File: src/rtl/fp_div_normalize_pkg.sv
// Shared floating-point definitions for the divide/multiply back ends.
// Single-precision default widths, bias, packed float layout and rounding modes.
package fp_div_normalize_pkg;

  localparam int unsigned FP_EXP_W    = 8;
  localparam int unsigned FP_FRAC_W   = 23;
  localparam int unsigned FP_BIAS     = 2**(FP_EXP_W-1) - 1;
  localparam int unsigned FP_EXP_ONES = 2**FP_EXP_W - 1;

  typedef struct packed {
    logic                 sign;
    logic [FP_EXP_W-1:0]  exp;
    logic [FP_FRAC_W-1:0] frac;
  } fp_t;

  // Only round-to-nearest-even exists today; encoding leaves room for more modes.
  typedef enum logic [1:0] {
    RND_RNE = 2'd0
  } rnd_mode_e;

endpackage

File: src/rtl/fp_round_rne.sv
// Combinational fraction rounder: adds the rounding increment and reports
// the carry out of the fraction so the caller can bump the exponent.
module fp_round_rne
  import fp_div_normalize_pkg::*;
#(
  parameter int unsigned FRAC_W = FP_FRAC_W,
  parameter rnd_mode_e   MODE   = RND_RNE
) (
  input  logic [FRAC_W-1:0] frac,
  input  logic              guard,
  input  logic              sticky,
  output logic [FRAC_W-1:0] frac_r,
  output logic              carry
);

  logic          inc;
  logic [FRAC_W:0] sum;

  always_comb begin
    inc = 1'b0;
    if (MODE == RND_RNE) inc = guard & (sticky | frac[0]);
    sum    = {1'b0, frac} + (FRAC_W+1)'(inc);
    frac_r = sum[FRAC_W-1:0];
    carry  = sum[FRAC_W];
  end

endmodule

File: src/rtl/fp_div_normalize.sv
// Divide back end: 1-bit normalization, round-to-nearest-even, range check and
// IEEE-754 pack, as a two-stage valid/ready pipeline.
module fp_div_normalize
  import fp_div_normalize_pkg::*;
#(
  parameter int unsigned EXP_W  = FP_EXP_W,
  parameter int unsigned FRAC_W = FP_FRAC_W
) (
  input  logic                      clk,
  input  logic                      reset,
  input  logic                      in_valid,
  output logic                      in_ready,
  input  logic                      in_sign,
  input  logic [EXP_W+1:0]          in_exp,
  input  logic [FRAC_W+2:0]         in_q,
  input  logic                      in_rem_nz,
  output logic                      out_valid,
  input  logic                      out_ready,
  output logic [EXP_W+FRAC_W:0]     out_result,
  output logic                      out_decrement,
  output logic                      out_of,
  output logic                      out_uf
);

  localparam int unsigned EW = EXP_W + 2;
  localparam int unsigned QW = FRAC_W + 3;
  localparam int unsigned RW = 1 + EXP_W + FRAC_W;
  localparam logic signed [EW-1:0] EXP_MAX = EW'(2**EXP_W - 1);

  // Stage-1 pipeline register
  logic                   s1_valid;
  logic                   s1_sign;
  logic signed [EW-1:0]   s1_exp;
  logic [FRAC_W-1:0]      s1_frac;
  logic                   s1_guard;
  logic                   s1_sticky;
  logic                   s1_dec;

  logic                   s2_free;
  logic                   dec_c;
  logic [FRAC_W-1:0]      frac_c;
  logic                   guard_c;
  logic                   sticky_c;
  logic signed [EW-1:0]   e1_c;

  logic [FRAC_W-1:0]      frac_r_c;
  logic                   carry_c;
  logic signed [EW-1:0]   e2_c;
  logic                   of_c;
  logic                   uf_c;
  logic [RW-1:0]          result_c;

  assign s2_free  = !out_valid | out_ready;
  assign in_ready = !s1_valid | s2_free;

  // Quotient below 1.0 needs one left shift, which costs one exponent step.
  always_comb begin
    dec_c = ~in_q[QW-1];
    if (dec_c) begin
      frac_c   = in_q[FRAC_W:1];
      guard_c  = in_q[0];
      sticky_c = in_rem_nz;
    end else begin
      frac_c   = in_q[FRAC_W+1:2];
      guard_c  = in_q[1];
      sticky_c = in_q[0] | in_rem_nz;
    end
    e1_c = in_exp - EW'(dec_c);
  end

  fp_round_rne #(
    .FRAC_W (FRAC_W),
    .MODE   (RND_RNE)
  ) u_round (
    .frac   (s1_frac),
    .guard  (s1_guard),
    .sticky (s1_sticky),
    .frac_r (frac_r_c),
    .carry  (carry_c)
  );

  // Rounding carry leaves frac_r at zero, so only the exponent moves.
  always_comb begin
    e2_c = s1_exp + EW'(carry_c);
    of_c = 1'b0;
    uf_c = 1'b0;
    result_c = {s1_sign, e2_c[EXP_W-1:0], frac_r_c};
    if (e2_c >= EXP_MAX) begin
      of_c     = 1'b1;
      result_c = {s1_sign, {EXP_W{1'b1}}, {FRAC_W{1'b0}}};
    end else if (e2_c[EW-1] || (e2_c == '0)) begin
      uf_c     = 1'b1;
      result_c = {s1_sign, {(RW-1){1'b0}}};
    end
  end

  always_ff @(posedge clk or posedge reset) begin
    if (reset) begin
      s1_valid      <= 1'b0;
      s1_sign       <= 1'b0;
      s1_exp        <= '0;
      s1_frac       <= '0;
      s1_guard      <= 1'b0;
      s1_sticky     <= 1'b0;
      s1_dec        <= 1'b0;
      out_valid     <= 1'b0;
      out_result    <= '0;
      out_decrement <= 1'b0;
      out_of        <= 1'b0;
      out_uf        <= 1'b0;
    end else begin
      if (in_ready) begin
        s1_valid <= in_valid;
        if (in_valid) begin
          s1_sign   <= in_sign;
          s1_exp    <= e1_c;
          s1_frac   <= frac_c;
          s1_guard  <= guard_c;
          s1_sticky <= sticky_c;
          s1_dec    <= dec_c;
        end
      end
      if (s2_free) begin
        out_valid <= s1_valid;
        if (s1_valid) begin
          out_result    <= result_c;
          out_decrement <= s1_dec;
          out_of        <= of_c;
          out_uf        <= uf_c;
        end
      end
    end
  end

endmodule

File: config.mk
export PLATFORM = sky130hd
export DESIGN_NAME = fp_div_normalize
export DESIGN_NICKNAME = d
export VERILOG_FILES = /design/src/rtl/fp_div_normalize_pkg.sv /design/src/rtl/fp_round_rne.sv /design/src/rtl/fp_div_normalize.sv
export SDC_FILE = /design/constraint.sdc
export NUM_CORES = 1
export LEC_CHECK = 0
export ABC_AREA = 1
export ABC_CLOCK_PERIOD_IN_PS = 3600
export CORE_AREA = 2 2 106 88
export DETAILED_ROUTE_END_ITERATION = 8
export DIE_AREA = 0 0 108 90
export GPL_ROUTABILITY_DRIVEN = 0
export PLACE_DENSITY = 0.82
export SETUP_SLACK_MARGIN = 0.1
export SYNTH_ARGS = -nofsm -noshare
export SYNTH_HDL_FRONTEND = slang
export SYNTH_SLANG_ARGS = --single-unit
File: constraint.sdc
create_clock -name clk -period 3.6 [get_ports clk]
set_input_delay 0.36 -clock clk [delete_from_list [all_inputs] [get_ports clk]]
set_output_delay 0.36 -clock clk [all_outputs]
set_load 0.01 [all_outputs]
Word level (Yosys, flattened, before mapping)
Index checks and enable logic that the tools add are counted. W data, S select, Z words.

Register bits after elaboration: 74. Input port bits: 42. Output and inout bits: 37. Word-level logic and storage cells: 36.

$add $sub $neg: 3. $lt $le $gt $ge: 1. Muxes and demuxes: 8. Bitwise logic cells: 6. Reductions and logical operators: 6.

Operator list (number): $mux W31 (2); $add A23 B1 Y24 (1); $mux W23 (1); $add A10 B1 Y10 (1); $ge A10 B9 Y1 const B (1); $logic_not A10 Y1 (1); $sub A10 B1 Y10 (1); $mux W1 (5); $or A1 B1 Y1 (4); $reduce_and A2 Y1 (2); $logic_not A1 Y1 (2); $and A1 B1 Y1 (1); $logic_or A1 B1 Y1 (1); $not A1 Y1 (1).

Logic depth before layout (Yosys ltp)
Depth after elaboration: 8. Gate-level depth with buffers: 22. Gate-level depth less buffers: 21.

Hierarchy
From an unflattened synthesis, not the netlist that was laid out.

Cell total of the unflattened synthesis: 622. Area, all modules: 4585.6 µm².

Modules (own cells, without submodules): fp_div_normalize (instances 1, cells an instance 504, area each 3901.2 µm², sequential area each 1851.8 µm²); fp_round_rne (instances 1, cells an instance 118, area each 684.4 µm², sequential area each 0.0 µm²).

Worst setup path before layout
Ideal clock, no wire load.

Path type: register -> register. From: register s1_frac[0]. To: register out_result[10]. Library setup time: 0.117 ns. Arrival: 3.180 ns. Data required time: 3.483 ns. Slack: 0.303 ns. Cell stages (with the launch flop): 21. Buffers on the path: 1. Period minus slack after synthesis: 3.297 ns. Cell sequence: dfrtp_1 > o21a_1 > ha_1 > nand3_1 > nor2_1 > nand2_1 > nor3_1 > nand4_1 > nor4_1 > ha_1 > ha_1 > or2_2 > nor2_1 > nand3_2 > nor2_4 > nand2_4 > nand2_8 > buf_12 > nor2_2 > nand3_1 > nand2_1.

Longest elaborated chain between the ends: 8. Elaborated cells between the ends (all ways): 9. Classes of those cells: add/sub (2); order compare (1); mux (2); bitwise (2); reduce/logical (2).

Ends and longest elaborated chain: from (decl) (RTL line fp_div_normalize.sv:34) `logic [FRAC_W-1:0] s1_frac;`; from (signal assigned) (RTL line fp_div_normalize.sv:117) `s1_frac <= frac_c;`; $or A1 B1 Y1 (RTL line fp_round_rne.sv:21) `if (MODE == RND_RNE) inc = guard & (sticky | frac[0]);`; $and A1 B1 Y1 (RTL line fp_round_rne.sv:21); $add A23 B1 Y24 (*) (RTL line fp_round_rne.sv:22) `sum = {1'b0, frac} + (FRAC_W+1)'(inc);`; branches (longest 4 deep; another with $add A10 B1 Y10); $mux W31 (*) (RTL line fp_div_normalize.sv:88) `if (e2_c >= EXP_MAX) begin`; to (signal assigned) (RTL line fp_div_normalize.sv:126) `out_result <= result_c;`; to (decl) (RTL line fp_div_normalize.sv:19) `output logic [EXP_W+FRAC_W:0] out_result,`.

Every way passes the cells marked *. A chain may end at the register's enable or synchronous reset.

Worst setup path after layout
From: register s1_frac[0]. To: register out_result[21].

The elaborated chain is that of the path after synthesis.

==> results.json <==
{
  "status": "finished clean",
  "comb_power_share_pct": 33.9,
  "n_antenna_cell": 0,
  "hold_violations": 0,
  "path_max_fanout": 9,
  "grt_pass1_wl_um": 17770,
  "antenna_found_initial": 0,
  "worstSkewPairLatency_ps": 350,
  "overflow": 0,
  "fin_hold_ws_ps": 287.0,
  "irDropWorstVdd_mv": 0.2165,
  "critical_path_class": "flip-flop to flip-flop",
  "synth_top_area_cell": "dfrtp_1",
  "drtPass1Iterations": 6,
  "crit_arrival_ps": 3650,
  "cts_tree": "done",
  "syn_inst": 614,
  "syn_avg_cell_area_um2": 7.316,
  "io_pins": 79,
  "postLayoutCoreUtil_pct": 65.48,
  "top_register": "out_result",
  "vias": 4280,
  "die_y_um": 90,
  "p_per_area_mw_per_mm2": 539.4,
  "numCtsBuffers": 9,
  "drc": 0,
  "worst_hold_path_type": "primary input to async pin",
  "rows": 31,
  "path_clk_slew_ps": 80,
  "final_max_slew_viol_count": 0,
  "nFillCells": 735,
  "grt_max_degree": 50,
  "cp_slowest_stage_delay_ps": 380,
  "setup_viol": 0,
  "yosys-top-cells-count": "nand2_1, dfrtp_1, nor2_1, inv_1, nand3_1",
  "cp-start-kind": "flip-flop",
  "cp.required_ps": 3840,
  "antenna_left": 0,
  "power.total_w": 0.003082,
  "period_share_pct": 94.77,
  "drtIter0Drc": 390,
  "ys_ff_latch": 74,
  "start_util_pct": 51.47,
  "clock_skew_ps": 8.687,
  "switching_share_pct": 33.88,
  "power_frac_seq_pct": 38.6,
  "track_usage_pct": 22.77,
  "slew_headroom_pct": 36.13,
  "synth-edff-count": 0,
  "dp.cells": 788,
  "fmax_mhz": 293.1,
  "yosysUniqueCellTypes": 36,
  "crit_family": "simple AND/OR/NAND/NOR gates",
  "vias_per_cell": 5.277,
  "yosysMostFrequentCell": "nand2_1",
  "clock_sinks": 74,
  "syn_area_mm2": 0.004492,
  "dieArea_mm2": 0.009720,
  "final_nets": 740,
  "port_buffers": 78,
  "crit_slowest_cell": "dfrtp_1",
  "post_dp_cell_area_mm2": 0.005295,
  "grt_pass1_vias": 3749,
  "syn_nets": 663,
  "synth-seq-area-share_pct": 41.23,
  "routed_wl_um": 11030,
  "drive_above_1_share_pct": 13.36,
  "area_growth_pct": 27.21,
  "synthDominantCellAreaShare_pct": 41.23,
  "synth_warnings": 0,
  "worstSetupEndpointType": "flip-flop",
  "pwr-share-clk_pct": 27.5,
  "top_regs": "out_result (32), s1_frac (23), s1_exp (10)",
  "p_switching_w": 0.001044,
  "largest_reg_flops": 32,
  "synth_area_leaders": "dfrtp_1, nand2_1, nand3_1, nor2_1, inv_1",
  "fin_area_mm2": 0.005714,
  "crit_chain": "o21a_1, ha_4, nand3_4, nor2_4, nand2_1, nor3_2, nand4_1, nor4_2, ha_2, ha_1, or2_2, nor2_2, nand3_2, nor2_4, nand2_8, nand2_4, nor2_1, nand3_1, nand2_1",
  "async_flop_share_pct": 100.0,
  "layout.cells.non_filler": 811,
  "maxCapViolations": 0,
  "dieWidth_um": 108,
  "cts-root-buf": "clkbuf_8",
  "synth-main-ff-cell": "dfrtp_1",
  "ctsLongestPathBuffers": 2,
  "wl_per_cell_um": 13.61,
  "internal_power_w": 0.002038,
  "tightest_slew_ps": 952.2,
  "period_needed_ps": 3412,
  "postCtsHoldBufs": 0,
  "p_leak_nw": 2.736,
  "crit_buf_inv": 0,
  "htree_num_levels": 3,
  "hpwl_um": 7720,
  "core-area_mm2": 0.008727
}
metrics by stage:
step,worst slack [ps],TNS [ps]
final,188.4,0
after detailed placement,40.43,0
after global routing,-59.46,-868.8
after CTS,123.0,0
after floorplan,302.7,0
after global placement,216.7,0
metal layers:
metal,up-vias,wire [µm],share of wire [%],GRT usage [%]
met5,-,0,0,0
met4,0,248,2.2,7.906
met3,32,928,8.4,3.481
met2,188,4933,45,32.65
met1,1958,4923,45,34.85
li1,2102,-,-,-
worst reg2reg max path: cells and delay by family, from the launching register on:
family | cells | cell delay (ps)
adders and majority gates | 3 | 690
AOI/OAI and AO/OA | 1 | 180
DFF | 1 | 380
and+or+nand+nor | 15 | 2060
final timing paths:
check	start	end	slack, ps	cells after the start
setup / recovery	s1_frac[0]	out_result[21]	190	19
min in group clk	out_result[18]	out_result[18]	480	2
hold reg to reg	out_result[18]	out_result[18]	480	2
setup reg to reg	s1_frac[0]	out_result[21]	190	19
max in group asynchronous	reset	s1_frac[5]	2580	3
hold / removal	reset	out_result[23]	290	2
power by group through the flow:
stage | logic, W | registers, W | clock network, W
after CTS | 0.00100 | 0.00118 | 0.000856
after floorplan | 0.000556 | 0.00122 | 0
after global placement | 0.000972 | 0.00119 | 0
after global routing | 0.00115 | 0.00121 | 0.000892
final | 0.00105 | 0.00119 | 0.000848
after detailed placement | 0.000990 | 0.00120 | 0
layout by cell type, fill, tap and decap left out, types with 2 or more instances in the layout:
| cell | count |
|---|---|
| inv_2 | 3 |
| clkbuf_8 | 9 |
| a31oi_1 | 24 |
| o21ai_0 | 19 |
| bufinv_16 | 4 |
| nor2_1 | 57 |
| nor2_2 | 22 |
| xnor2_1 | 5 |
| nand3_2 | 4 |
| dfrtp_1 | 74 |
| buf_4 | 10 |
| nand3_4 | 2 |
| nor3_1 | 6 |
| xor2_1 | 10 |
| nand2_1 | 209 |
| nand4_1 | 7 |
| clkdlybuf4s50_1 | 78 |
| nor2_4 | 5 |
| ha_1 | 5 |
| nand2_2 | 19 |
| inv_1 | 52 |
| nand2_8 | 5 |
| nand3_1 | 48 |
| o211ai_1 | 2 |
area by class of cell:
class                      instances  area (µm²)  area share, %
multi-input combinational        461        2381          41.67
timing repair buffer              88       855.8          14.98
clock buffer                      10       127.6          2.233
sequential                        74        1852          32.41
tap                              115       143.9          2.518
clock inverter                     6       137.6          2.409
inverter                          57       216.5          3.788
cells by family (layout without fill, tap and decap cells):
group	after synthesis	after routing	synth area share (%)
AO/OA/AOI/OAI	50	50	6.574
adder cells (fa/ha/maj)	7	7	1.950
buffers and inverters	82	161	8.524
XOR/XNOR	15	15	2.925
flip-flops	74	74	41.23
AND/OR/NAND/NOR	386	389	38.80
what timing repair did:
| action | 4_1_cts | 5_1_grt |
|---|---|---|
| endpoints found under the setup margin | 30 | 33 |
| gates cloned | 0 | 3 |
| endpoints found under the hold margin | 0 | 0 |
| resized for setup | 3 | 13 |
| pin swaps | 1 | 4 |
| buffers inserted | 0 | 4 |
No activity file was read; power rests on OpenSTA's default activity.
